--- src/rtl/downward_counter.sv ---
// Loadable down-counter with start/stop control, optional auto-reload and a
// registered one-cycle terminal-count pulse.
module downward_counter #(
   parameter int WIDTH = 8
) (
   input  logic             clk,
   input  logic             reset,
   input  logic             load,
   input  logic [WIDTH-1:0] load_value,
   input  logic             start,
   input  logic             stop,
   input  logic             auto_reload,
   input  logic             en,
   output logic [WIDTH-1:0] Q,
   output logic             tc,
   output logic             running,
   output logic             done
);

   typedef enum logic [1:0] {
      ST_IDLE = 2'd0,
      ST_RUN  = 2'd1,
      ST_DONE = 2'd2
   } state_t;

   state_t           state_q;
   logic [WIDTH-1:0] count_q;
   logic [WIDTH-1:0] reload_q;
   logic             tc_q;
   logic             running_q;
   logic             done_q;

   // Strobes that would be no-ops in the current state do not block
   // lower-priority inputs on the same edge.
   always_ff @(posedge clk or negedge reset) begin
      if (!reset) begin
         state_q   <= ST_IDLE;
         count_q   <= '0;
         reload_q  <= '0;
         tc_q      <= 1'b0;
         running_q <= 1'b0;
         done_q    <= 1'b0;
      end else begin
         tc_q <= 1'b0;
         if (load) begin
            reload_q  <= load_value;
            count_q   <= load_value;
            state_q   <= ST_IDLE;
            running_q <= 1'b0;
            done_q    <= 1'b0;
         end else if (stop && state_q == ST_RUN) begin
            state_q   <= ST_IDLE;
            running_q <= 1'b0;
         end else if (start && state_q != ST_RUN) begin
            if (state_q == ST_DONE) begin
               count_q <= reload_q;
            end
            state_q   <= ST_RUN;
            running_q <= 1'b1;
            done_q    <= 1'b0;
         end else if (state_q == ST_RUN && en) begin
            if (count_q != '0) begin
               count_q <= count_q - 1'b1;
            end else begin
               tc_q <= 1'b1;
               if (auto_reload) begin
                  count_q <= reload_q;
               end else begin
                  state_q   <= ST_DONE;
                  running_q <= 1'b0;
                  done_q    <= 1'b1;
               end
            end
         end
      end
   end

   assign Q       = count_q;
   assign tc      = tc_q;
   assign running = running_q;
   assign done    = done_q;

endmodule

--- config.mk ---
export PLATFORM = sky130hd
export DESIGN_NAME = downward_counter
export DESIGN_NICKNAME = d
export VERILOG_FILES = /design/src/rtl/downward_counter.sv
export SDC_FILE = /design/constraint.sdc
export NUM_CORES = 1
export LEC_CHECK = 0
export ABC_AREA = 1
export CORE_MARGIN = 3
export CORE_UTILIZATION = 46
export CTS_CLUSTER_DIAMETER = 30
export DETAILED_ROUTE_END_ITERATION = 10
export PLACE_DENSITY = 0.76
export SYNTH_ARGS = -nofsm -noshare
export SYNTH_HDL_FRONTEND = slang
export SYNTH_SLANG_ARGS = --single-unit
--- constraint.sdc ---
create_clock -name clk -period 1.5 [get_ports clk]
set_input_delay 0.15 -clock clk [delete_from_list [all_inputs] [get_ports clk]]
set_output_delay 0.15 -clock clk [all_outputs]
set_load 0.005 [all_outputs]
==> qor.csv <==
metric,value,unit
io_pins,26,
fin_crit_sh,99.3,%
via_count,1332,
yosys_warnings,0,
setup_ws,9.86,ps
drive_gt1_share,30.7,%
area_growth,53.3,%
cts_tree,built,
cap_violations,0,
powerDensity,1210,nW/um2
antenna_left,0,
syn-num-nets,193,
ctsHoldBuffers,0,
antenna_found_initial,0,
synth.mux.area_fraction,0,%
critPathArrivalTime,1730,ps
area.sequential,503,um2
synth-simple-area-share,44.9,%
cp-end-kind,register,
synth_edf_count,0,
num_antenna_cells,0,
layout.nets,246,
dieArea,3440,um2
synth.most_common_cell,nand2_1,
yosys-top-cells-area,"dfrtp_1 (39%), nand2_1 (19%), nor2_1 (6.5%)",
setup-tns-final,0,ps
dr.pass1.iters,5,
hp-class,in -> async,
required,1740,ps
drtIter0Drc,28,
rows,18,
root_buffer,clkbuf_4,
hpwl,2300,um
port_buffers,25,
multi_input_area,817,um2
grt_pass1_wl,4900,um
tightest_slew,267,ps
rsz0062_at_grt,yes,
clk_pin_slew,120,ps
clkSinkCount,20,
cts_buffer_depth,2,
yosysTopAreaCell,dfrtp_1,
die_h,58.7,um
drv_slew,0,
synth_top_family_by_area,simple AND/OR/NAND/NOR gates,
async_flop_share,100,%
synth_fa_ha_area_share,1.96,%
drc,0,
synth_cells,176,
max_freq,0.671,GHz
grt_overflow,0,
crit_fanout,4,
synth.top_cell.area_share,39.2,%
status,"complete, no violations",
synth_xor_area_share,2.06,%
wl_per_cell,14.0,um
clock_latency,310,ps
viasPerCell,5.16,
total_leakage_power,0.00103,uW
core,2570,um2
max_slew_margin,82.2,%
ys_seq_area_share,39.2,%
grt_pass1_vias,1147,
place.gp.congestion,0.962,
die_x,58.7,um
setup-violations-final,0,
fin_skew,8.49,ps
fill_cells,173,
avgSynthCellArea,7.25,um2
synth_compound_area_share,4.90,%
ys_types,28,
ys_top_cells_by_count,"nand2_1 (65), nor2_1 (22), dfrtp_1 (20)",
hold-worst-slack,169,ps
ys_ff_latch,20,
finalHoldViolCount,0,
wirelength,3600,um
cts_buffers,3,
cts_htree_levels,1,
dpl_worst_slack,3.42,ps
cp-start-kind,register,
start_util,49.7,%
r2r_setup_slack,10,ps
grt_max_degree,21,
ir_drop,1180,uV
worstSetupPathType,reg -> reg,
ys.flop_type,dfrtp_1,
netlist_area,1280,um2
grt_usage,18.4,%
timing.final.crit_period,1490,ps
==> kinds of logic after synthesis <==
| group | after synthesis |
|---|---|
| AO/OA/AOI/OAI | 11 |
| XOR/XNOR | 3 |
| adder cells (fa/ha/maj) | 2 |
| buffers and inverters | 21 |
| flip-flops | 20 |
| AND/OR/NAND/NOR | 119 |
==> cells in the final DEF (no fill, tap or decap), types with 2 or more instances in the layout <==
cell type and instances:
inv_1 13, nor2_8 2, clkbuf_4 3, dfrtp_2 2, clkdlybuf4s50_1 21, nor2_1 19
inv_2 4, dlymetal6s2s_1 4, ha_4 2, nand2_4 6, dfrtp_1 18, nor2_2 3
buf_4 19, nand2_1 57, nor2_4 6, buf_6 4, nand3_1 11, o21ai_0 6
nand2_2 7, nand3_4 2, xnor2_1 2, nand4_1 2
==> per-layer routing <==
layer / GRT usage [%] / vias up / share of wire [%]
met1: 22.9 / 617 / 41
li1: - / 651 / -
met5: 0 / - / 0
met2: 33.2 / 50 / 51
met3: 2.19 / 14 / 5.3
met4: 5.83 / 0 / 3.1
==> stage by stage <==
step / total power, uW / instance area [um2] / util (%) / cells
after floorplan: 1190 / 1280 / - / 176
after global placement: 1590 / 1650 / 64.4 / 243
after detailed placement: 1600 / 1650 / 64.4 / 243
after CTS: 2060 / 1710 / 66.8 / 247
after global routing: 2520 / 1960 / 76.2 / 258
final: 2370 / 1960 / 76.2 / 258
==> critical path: stages (launching register included) <==
cell     delay, ps
dfrtp_1        410
nor2_2         230
nand2_4        100
buf_4          150
o21ai_4        190
nand3_1        120
nand3_1        100
nand2_1         70
nand2_2         70
==> sequential cells by signal, summed over array words and instances, names as in the netlist <==
signal / count
done: 1
Q: 8
tc: 1
reload_q: 8
state_q: 2
==> path summary, 6_finish.rpt <==
path | from | end | cells past startpoint
max reg2reg | Q[7]$_DFFE_PN0P_ | Q[4]$_DFFE_PN0P_ | 8
max in group asynchronous | reset | Q[5]$_DFFE_PN0P_ | 2
min | reset | Q[0]$_DFFE_PN0P_ | 2
min in group clk | load_value[0] | reload_q[0]$_DFFE_PN0P_ | 3
max | Q[7]$_DFFE_PN0P_ | Q[4]$_DFFE_PN0P_ | 8
min reg2reg | reload_q[1]$_DFFE_PN0P_ | reload_q[1]$_DFFE_PN0P_ | 2
==> cell type report <==
| type | instances | share of cell area (%) |
|---|---|---|
| Timing Repair Buffer | 49 | 23.9 |
| Clock inverter | 1 | 1.53 |
| Clock buffer | 3 | 1.15 |
| Inverter | 19 | 4.03 |
| Sequential cell | 20 | 25.7 |
| Multi-Input combinational cell | 136 | 41.8 |
| Tap cell | 30 | 1.92 |
==> power breakdown <==
part           switching (uW)  internal (uW)
registers                82.4            626
logic                     616            609
clock network             170            270
==> what timing repair did <==
action / CTS / global route
cloned: 0 / 1
setup endpoints to repair: 4 / 16
buffers inserted: 0 / 10
gates resized for setup: 2 / 40
pin swaps: 1 / 11
No activity file was read; power rests on OpenSTA's default activity.
